$ cat config.mk
export PLATFORM = sky130hd
export DESIGN_NAME = alu_arbiter
export DESIGN_NICKNAME = d
export VERILOG_FILES = /design/src/rtl/alu_arbiter_pkg.sv /design/src/rtl/alu_arbiter_alu.sv /design/src/rtl/alu_arbiter.sv
export SDC_FILE = /design/constraint.sdc
export NUM_CORES = 1
export LEC_CHECK = 0
export ABC_AREA = 1
export BUFFER_PORTS_ARGS = -buffer_cell sky130_fd_sc_hd__buf_2
export CAP_MARGIN = 20
export CELL_PAD_IN_SITES_DETAIL_PLACEMENT = 1
export CELL_PAD_IN_SITES_GLOBAL_PLACEMENT = 1
export CORE_MARGIN = 2
export CORE_UTILIZATION = 40
export CTS_CLUSTER_SIZE = 24
export DETAILED_ROUTE_END_ITERATION = 12
export PLACE_DENSITY = 0.84
export SLEW_MARGIN = 10
export SYNTH_ARGS = -nofsm -noshare
export SYNTH_HDL_FRONTEND = slang
export SYNTH_HIERARCHICAL = 1
export SYNTH_SLANG_ARGS = --single-unit
$ cat constraint.sdc
create_clock -name clk -period 6.1 [get_ports clk]
set_input_delay 0.61 -clock clk [delete_from_list [all_inputs] [get_ports clk]]
set_output_delay 0.61 -clock clk [all_outputs]
set_load 0.01 [all_outputs]
$ cat src/rtl/alu_arbiter_pkg.sv
// Shared ISA definitions: opcodes, flag bit positions, and which ops write which flags.
package alu_arbiter_pkg;

    localparam int DATA_W = 16;
    localparam int OP_W   = 4;

    localparam int FLAG_N = 2;
    localparam int FLAG_Z = 1;
    localparam int FLAG_V = 0;

    typedef enum logic [OP_W-1:0] {
        OP_ADD    = 4'b0000,
        OP_SUB    = 4'b0001,
        OP_XOR    = 4'b0010,
        OP_RED    = 4'b0011,
        OP_SLL    = 4'b0100,
        OP_SRA    = 4'b0101,
        OP_ROR    = 4'b0110,
        OP_PADDSB = 4'b0111,
        OP_LW     = 4'b1000,
        OP_SW     = 4'b1001,
        OP_LLB    = 4'b1010,
        OP_LHB    = 4'b1011
    } alu_op_e;

    function automatic logic is_nv_op(input logic [OP_W-1:0] op);
        return (op == OP_ADD) || (op == OP_SUB);
    endfunction

    function automatic logic is_z_op(input logic [OP_W-1:0] op);
        return (op == OP_XOR) || (op == OP_SLL) || (op == OP_SRA) || (op == OP_ROR);
    endfunction

endpackage

$ cat src/rtl/alu_arbiter_alu.sv
// Combinational 16-bit ALU: result plus candidate {N,Z,V}; opcodes 1100-1111 flag err.
module alu
    import alu_arbiter_pkg::*;
(
    input  logic [DATA_W-1:0] a,
    input  logic [DATA_W-1:0] b,
    input  logic [OP_W-1:0]   op,
    output logic [DATA_W-1:0] result,
    output logic [2:0]        alu_flags,
    output logic              err
);

    // Signed nibble add, saturating to the 4-bit range [-8, 7].
    function automatic logic [3:0] sat_add4(input logic [3:0] x, input logic [3:0] y);
        logic [4:0] s;
        s = {x[3], x} + {y[3], y};
        case (s[4:3])
            2'b01:   return 4'h7;
            2'b10:   return 4'h8;
            default: return s[3:0];
        endcase
    endfunction

    logic [DATA_W-1:0] add_res;
    logic [DATA_W-1:0] sub_res;
    logic              add_v;
    logic              sub_v;
    logic [9:0]        red_sum;
    logic [31:0]       rot_wide;
    logic [DATA_W-1:0] paddsb_res;
    logic [3:0]        sh;
    logic              v;

    assign sh      = b[3:0];
    assign add_res = a + b;
    assign sub_res = a - b;
    assign add_v   = (a[15] == b[15]) && (add_res[15] != a[15]);
    assign sub_v   = (a[15] != b[15]) && (sub_res[15] != a[15]);
    assign red_sum = {{2{a[15]}}, a[15:8]} + {{2{a[7]}}, a[7:0]}
                   + {{2{b[15]}}, b[15:8]} + {{2{b[7]}}, b[7:0]};
    assign rot_wide = {a, a} >> sh;

    always_comb begin
        paddsb_res = '0;
        for (int i = 0; i < 4; i++) begin
            paddsb_res[4*i +: 4] = sat_add4(a[4*i +: 4], b[4*i +: 4]);
        end
    end

    always_comb begin
        // NOTE: every output of a combinational block gets a default first, so no path infers a latch.
        result = '0;
        v      = 1'b0;
        err    = 1'b0;
        case (op)
            OP_ADD:    begin result = add_res; v = add_v; end
            OP_SUB:    begin result = sub_res; v = sub_v; end
            OP_XOR:    result = a ^ b;
            OP_RED:    result = {{6{red_sum[9]}}, red_sum};
            OP_SLL:    result = a << sh;
            OP_SRA:    result = $signed(a) >>> sh;
            OP_ROR:    result = rot_wide[15:0];
            OP_PADDSB: result = paddsb_res;
            OP_LW,
            OP_SW:     result = a + b;  // memory address: base + offset
            OP_LLB:    result = {a[15:8], b[7:0]};
            OP_LHB:    result = {b[7:0], a[7:0]};
            default:   err = 1'b1;
        endcase
    end

    assign alu_flags = {result[15], (result == '0), v};

endmodule

$ cat src/rtl/alu_arbiter.sv
// Two-requester front end for a single shared ALU with a one-entry response slot and flag register.
module alu_arbiter
    import alu_arbiter_pkg::*;
#(
    parameter bit RR_EN = 1'b1
) (
    input  logic              clk,
    input  logic              rst_n,
    input  logic              req0_valid,
    output logic              req0_ready,
    input  logic [DATA_W-1:0] req0_a,
    input  logic [DATA_W-1:0] req0_b,
    input  logic [OP_W-1:0]   req0_op,
    input  logic              req1_valid,
    output logic              req1_ready,
    input  logic [DATA_W-1:0] req1_a,
    input  logic [DATA_W-1:0] req1_b,
    input  logic [OP_W-1:0]   req1_op,
    output logic              rsp_valid,
    input  logic              rsp_ready,
    output logic              rsp_id,
    output logic [DATA_W-1:0] rsp_result,
    output logic              rsp_err,
    output logic [2:0]        flags
);

    logic              rsp_valid_q,  rsp_valid_d;
    logic              rsp_id_q,     rsp_id_d;
    logic [DATA_W-1:0] rsp_result_q, rsp_result_d;
    logic              rsp_err_q,    rsp_err_d;
    logic [2:0]        flags_q,      flags_d;
    logic              last_grant_q, last_grant_d;

    logic              slot_free;
    logic              gnt0, gnt1;
    logic              acc0, acc1, accept;
    logic [DATA_W-1:0] alu_a, alu_b, alu_result;
    logic [OP_W-1:0]   alu_op;
    logic [2:0]        alu_flags;
    logic              alu_err;

    assign slot_free = !rsp_valid_q || rsp_ready;

    // On a tie, round-robin favours whichever requester was not granted last.
    assign gnt1 = req1_valid && (!req0_valid || (RR_EN && !last_grant_q));
    assign gnt0 = req0_valid && !gnt1;
    assign acc0 = slot_free && gnt0;
    assign acc1 = slot_free && gnt1;
    assign accept = acc0 || acc1;

    assign req0_ready = rst_n && acc0;
    assign req1_ready = rst_n && acc1;

    assign alu_a  = gnt1 ? req1_a  : req0_a;
    assign alu_b  = gnt1 ? req1_b  : req0_b;
    assign alu_op = gnt1 ? req1_op : req0_op;

    alu u_alu (
        .a         (alu_a),
        .b         (alu_b),
        .op        (alu_op),
        .result    (alu_result),
        .alu_flags (alu_flags),
        .err       (alu_err)
    );

    always_comb begin
        rsp_valid_d  = rsp_valid_q && !rsp_ready;
        rsp_id_d     = rsp_id_q;
        rsp_result_d = rsp_result_q;
        rsp_err_d    = rsp_err_q;
        flags_d      = flags_q;
        last_grant_d = last_grant_q;
        if (accept) begin
            rsp_valid_d  = 1'b1;
            rsp_id_d     = gnt1;
            rsp_result_d = alu_result;
            rsp_err_d    = alu_err;
            last_grant_d = gnt1;
            if (!alu_err) begin
                if (is_nv_op(alu_op)) begin
                    flags_d = alu_flags;
                end else if (is_z_op(alu_op)) begin
                    flags_d[FLAG_Z] = alu_flags[FLAG_Z];
                end
            end
        end
    end

    // NOTE: sequential state uses non-blocking assignments so every flop samples pre-edge values.
    always_ff @(posedge clk or negedge rst_n) begin
        if (!rst_n) begin
            rsp_valid_q  <= 1'b0;
            rsp_id_q     <= 1'b0;
            rsp_result_q <= '0;
            rsp_err_q    <= 1'b0;
            flags_q      <= 3'b000;
            last_grant_q <= 1'b1;
        end else begin
            rsp_valid_q  <= rsp_valid_d;
            rsp_id_q     <= rsp_id_d;
            rsp_result_q <= rsp_result_d;
            rsp_err_q    <= rsp_err_d;
            flags_q      <= flags_d;
            last_grant_q <= last_grant_d;
        end
    end

    assign rsp_valid  = rsp_valid_q;
    assign rsp_id     = rsp_id_q;
    assign rsp_result = rsp_result_q;
    assign rsp_err    = rsp_err_q;
    assign flags      = flags_q;

endmodule
* Word level (Yosys, flattened, before mapping) *
Index checks and enable logic that the tools add are counted.

cells by class
  bitwise gates (word level) = 1
  $add $sub $neg = 9
  equal/unequal tests = 23
  muxes and demuxes = 13
  shift operators = 3
  reduce and logical (&&, ||, !) cells = 28

operators by type and width
  cell                                            count
  case mux 16 bit (10 select lines)               1
  two-way mux 16 bit                              2
  case mux 4 bit (2 select lines)                 4
  >> shifter 32 x 4 -> 16 bit                     1
  adder 4 x 4 -> 5 bit                            4
  adder 16 bit                                    1
  == test 4 x 3 -> 1 bit (second input constant)  4
  == test 4 bit (second input constant)           4
  logical NOT 16 bit                              1
  << shifter 16 x 4 -> 16 bit                     1
  >>> shifter 16 x 4 -> 16 bit                    1
  subtractor 16 bit                               1
  XOR 16 bit                                      1
  OR reduction 12 bit                             1
  adder 10 bit                                    1
  adder 9 x 8 -> 10 bit                           1
  adder 8 x 8 -> 9 bit                            1
  logical AND 1 bit                               9
  == test 2 x 1 -> 1 bit (second input constant)  4
  == test 2 bit (second input constant)           4
  == test 4 x 2 -> 1 bit (second input constant)  2
  logical OR 1 bit                                7
  AND reduction 3 bit                             2
  logical NOT 1 bit                               5
  9 further kinds                                 14

word-level totals
  input bits = 77
  flip-flop bits (word level) = 23
  logic and storage cells = 84

* Depth between registers and ports, before layout *
  depth in word-level cells = 11
  depth in mapped cells = 31

* Cells and area by module *
The synthesis kept the hierarchy.

modules (own cells, without submodules)
  module       seq. area each (um^2)  cells each  area an instance (um^2)  times used
  alu          0.0                    1123        5606.6                   1
  alu_arbiter  576.8                  237         1465.2                   1

* Worst setup path after synthesis *
No wires, ideal clock.

  path kind = input -> register
  from = input req0_valid
  to = register flags_q[1], in the netlist flags[1]
  required time = 6035 ps
  library setup time = 65 ps
  path buffers = 3
  slack = 1604 ps
  arrival time = 4431 ps
  stages = 29
  cell sequence = nand2_2 > nand2_1 > buf_4 > inv_2 > buf_4 > nand2_1 > nand2_1 > inv_2 > buf_2 > fa_1 > fa_1 > inv_1 > ha_1 > inv_1 > fa_1 > nand3b_1 > nand2_1 > nand2_1 > nand2_1 > nand2_1 > nand3_1 > inv_1 > nor2_1 > nand4_1 > nor2_1 > nand3_1 > nor2_1 > nand3_1 > nand2_1

between the ends
  elaborated cells on any way between the ends = 60

RTL lines
  element                                     line                                          RTL
  start: declaration                          alu_arbiter.sv:9                              input logic req0_valid,
  logical NOT 1 bit *                         alu_arbiter.sv:45                             assign gnt1 = req1_valid && (!req0_valid || (RR_EN && !last_grant_q));
  logical OR 1 bit *                          alu_arbiter.sv:45
  logical AND 1 bit *                         alu_arbiter.sv:45
  two-way mux 16 bit *                        alu_arbiter.sv:55                             assign alu_b = gnt1 ? req1_b : req0_b;
  via alu_b[1]                                alu_arbiter.sv:37                             logic [DATA_W-1:0] alu_a, alu_b, alu_result;
  adder 16 bit, or another cell as far along  alu_arbiter_alu.sv:35, alu_arbiter_alu.sv:65
  case mux 16 bit (10 select lines) *         alu_arbiter_alu.sv:55                         case (op)
  via alu_flags[2]                            alu_arbiter.sv:39                             logic [2:0] alu_flags;
  logical NOT 16 bit *                        alu_arbiter_alu.sv:72                         assign alu_flags = {result[15], (result == '0), v};
  via alu_flags[1]                            alu_arbiter.sv:39
  two-way mux 1 bit                           alu_arbiter.sv:83                             end else if (is_z_op(alu_op)) begin
  two-way mux 1 bit *                         alu_arbiter.sv:81                             if (is_nv_op(alu_op)) begin
  end signal: assignment                      alu_arbiter.sv:104                            flags_q <= flags_d;
  end: declaration                            alu_arbiter.sv:31                             logic [2:0] flags_q, flags_d;

Mark *: on every way through the listed nets, which the timed path passes. The rest lies on a longest branch. The select of a mux whose other input is x is not followed.
A chain may end at the register's enable or synchronous reset.

* Final worst setup path *
  from = register last_grant_q
  to = register flags_q[1], in the netlist flags[1]

between the ends
  longest elaborated chain between the ends = 11
  elaborated cells on any way between the ends = 60

ends and longest elaborated chain
  element                              line                   RTL
  start: declaration                   alu_arbiter.sv:32      logic last_grant_q, last_grant_d;
  start signal: assignment             alu_arbiter.sv:105     last_grant_q <= last_grant_d;
  logical NOT 1 bit *                  alu_arbiter.sv:45
  logical OR 1 bit *                   alu_arbiter.sv:45
  logical AND 1 bit *                  alu_arbiter.sv:45
  two-way mux 16 bit *                 alu_arbiter.sv:54      assign alu_a = gnt1 ? req1_a : req0_a;
  via alu_a[11]                        alu_arbiter.sv:37
  adder 8 x 8 -> 9 bit                 alu_arbiter_alu.sv:39  assign red_sum = {{2{a[15]}}, a[15:8]} + {{2{a[7]}}, a[7:0]}
  adder 9 x 8 -> 10 bit                alu_arbiter_alu.sv:40  + {{2{b[15]}}, b[15:8]} + {{2{b[7]}}, b[7:0]};
  adder 10 bit                         alu_arbiter_alu.sv:40
  case mux 16 bit (10 select lines) *  alu_arbiter_alu.sv:55
  via alu_result[3]                    alu_arbiter.sv:37
  logical NOT 16 bit *                 alu_arbiter_alu.sv:72
  via alu_flags[1]                     alu_arbiter.sv:39
  two-way mux 1 bit                    alu_arbiter.sv:83
  two-way mux 1 bit *                  alu_arbiter.sv:81

Marks and branches as above.

==> flow_metrics.env <==
export IMPL_status="finished, final reports clean"
export IMPL_p_sw_mw=1.27
export IMPL_syn_inst=1360
export IMPL_tns_ns=0
export IMPL_cap_violations=0
export IMPL_start_util_pct=40.9
export IMPL_yosys_warnings=6
export IMPL_dp_final_hpwl_mm=27.9
export IMPL_finalSetupViolations=0
export IMPL_ctsHoldBuffers=0
export IMPL_min_path_type="in2async"
export IMPL_r2r_cells=25
export IMPL_relSlewSlack_pct=30.1
export IMPL_antenna_found_initial=1
export IMPL_first_global_vias=9180
export IMPL_grt_max_degree=39
export IMPL_cts_path_max_buffers=2
export IMPL_crit_path_end_kind="flop"
export IMPL_crit_start="last_grant_q"
export IMPL_cts_setup_buffers=0
export IMPL_r2r_end="flags[1]"
export IMPL_yosys_top_cells_area="nand2_1, nand3_1, inv_1"
export IMPL_wl_per_cell_um=20.1
export IMPL_fin_nets=1582
export IMPL_cts_buffers=3
export IMPL_finalPower_mw=2.13
export IMPL_final_common_cell="nand2_1"
export IMPL_first_pass_iters=6
export IMPL_area_delta_synth_final_pct=10.4
export IMPL_placed_cells=1657
export IMPL_p_leak_nw=4.68
export IMPL_final_cell_mix="nand2_1, nand3_1, inv_1"
export IMPL_num_vias=9337
export IMPL_layout_drive_gt1_share_pct=10.8
export IMPL_core_region_area_mm2=0.0173
export IMPL_clkTransAtPathRegs_ns=0.06
export IMPL_clk_insertion_delay_late_ns=0.25
export IMPL_power_density_mw_per_mm2=272
export IMPL_grt_pass1_wl_mm=51.3
export IMPL_worst_setup_path_type="reg2reg"
export IMPL_syn_area_per_cell_um2=5.20
export IMPL_synth_top_area_share_pct=30.0
export IMPL_layoutNonFillerInstCount=1661
export IMPL_antenna_left=0
export IMPL_period_share_pct=82.8
export IMPL_dpl_cell_area_mm2=0.00773
export IMPL_fp_dieW_um=137
export IMPL_crit_arrival_ns=5.25
export IMPL_period_needed_ns=5.05
export IMPL_synthesis_area_mm2=0.00707
export IMPL_ios=101
export IMPL_clkPwrFrac_pct=6.7
export IMPL_vdd_drop_max_uv=198
export IMPL_worstMarginPinSlew_ns=1.04
export IMPL_cts_tree="built"
export IMPL_clock_sinks=23
export IMPL_switching_share_pct=59.7
export IMPL_internal_power_uw=857
export IMPL_grt_usage_pct=35.9
export IMPL_root_buffer="clkbuf_16"
export IMPL_vias_per_cell=5.62
export IMPL_p_seq_share_pct=11.4
export IMPL_die_h_um=137
export IMPL_cp_max_fo=37
export IMPL_cp_start_kind="flop"
export IMPL_htreeDepth=1
export IMPL_rrSetupSlack_ns=1.05
export IMPL_synth_nets=1505
export IMPL_crit_required_ns=6.29
export IMPL_routed_wl_mm=33.4
export IMPL_io_buffers=100
export IMPL_fmax_ghz=0.198
export IMPL_hold_ws_ns=0.320
export IMPL_ys_types=40
export IMPL_antennaDiodeCount=0
export IMPL_drv_slew=0
export IMPL_yosysTopAreaCell="nand2_1"
export IMPL_gp_congestion=1.02
export IMPL_design_area_mm2=0.00780
export IMPL_rsz0062_at_grt="false"
export IMPL_drt_iter0_markers=616
export IMPL_overflow=0
export IMPL_ys_seq_area_share_pct=8.16
export IMPL_die_area_mm2=0.0188
export IMPL_skew_ns=0.00197
export IMPL_worstReg2RegStart="last_grant_q"
export IMPL_p_comb_share_pct=82.0
export IMPL_drc=0
export IMPL_hold_viol_final=0
export IMPL_cts_resized=0
export IMPL_ys_ff_latch=23
export IMPL_rows=48
==> through the flow <==
stage | setup WS, ns | util [%]
final | 1.05 | 45.1
after global routing | 0.763 | 45.1
after CTS | 1.11 | 45.1
after detailed placement | 0.905 | 44.7
after global placement | 0.904 | 44.7
after floorplan | 1.60 | -
==> cells in the mapped netlist (all sizes together) <==
cell type  instances
ha                46
buf               44
o211a              1
dfstp              1
o31ai              2
inv              165
o22ai              2
o21ai             20
a21oi             46
nand3b             4
a21o               1
o21a               1
fa                22
nor2             136
nand4             16
o21bai             6
and2               4
nor3              10
clkbuf             3
nor4               1
xor2               5
xnor2              3
or2                3
o211ai             3
nand2b             1
nand2            575
dfrtp             22
nand3            217
==> power groups by stage <==
stage	clock [mW]	combinational [mW]	sequential, mW
3_3_place_gp	0	1.66	0.239
5_1_grt	0.150	1.93	0.246
3_5_place_dp	0	1.70	0.243
2_1_floorplan	0	1.16	0.264
4_1_cts	0.142	1.71	0.241
6_report	0.142	1.74	0.242
==> worst max path at each step <==
stage,cells after the start,endpoint
floorplan,29,flags[1]
global route,27,flags[1]
CTS,27,flags[1]
finish,25,flags[1]
global placement,26,flags[1]
detailed placement,28,flags[1]
==> worst max-delay path, stage by stage (launching register included) <==
cell and delay, ns:
dfstp_2 0.56, nand2_2 0.11, nand2_1 0.12, buf_4 0.38, nand2_1 0.10, nand2_1 0.22
buf_4 0.23, inv_1 0.07, fa_1 0.53, fa_1 0.58, inv_1 0.06, ha_1 0.36
xnor2_1 0.15, nand2_1 0.12, nand2_1 0.07, nor2_1 0.10, nand3_1 0.08, nor2_1 0.30
nand2_1 0.18, nor2_1 0.13, nand3_1 0.07, nor2_1 0.10, nand3_1 0.08, nor2_1 0.11
nand3_1 0.08, nand2_1 0.06
==> sequential cells by signal (all words and copies together), names as in the netlist <==
register / flops
rsp_id: 1
rsp_err: 1
rsp_valid: 1
last_grant_q: 1
flags: 3
rsp_result: 16
==> final cells by class <==
type                            instances  area [um2]
Fill cell                            2642        9490
Multi-Input combinational cell       1125        5600
Timing Repair Buffer                  119         643
Inverter                              165         622
Sequential cell                        23         577
Tap cell                              225         282
Clock buffer                            4        78.8
==> logic make-up after synthesis <==
kind of cell	Yosys count	synth area share, %
AO/OA/AOI/OAI	82	6.37
XOR/XNOR	8	0.991
adder cells (fa/ha/maj)	68	14.4
buffers and inverters	212	12.6
flip-flops	23	8.16
AND/OR/NAND/NOR	967	57.5
==> per-layer routing <==
metal  global-route usage [%]  share of wire [%]  vias to the layer above
met5                        0                  0                        -
met4                     13.0                3.9                        0
met3                     5.33                7.3                       81
met2                     59.2                 46                      325
met1                     47.3                 43                     4500
li1                         -                  -                     4431
No activity file was read; power rests on OpenSTA's default activity.
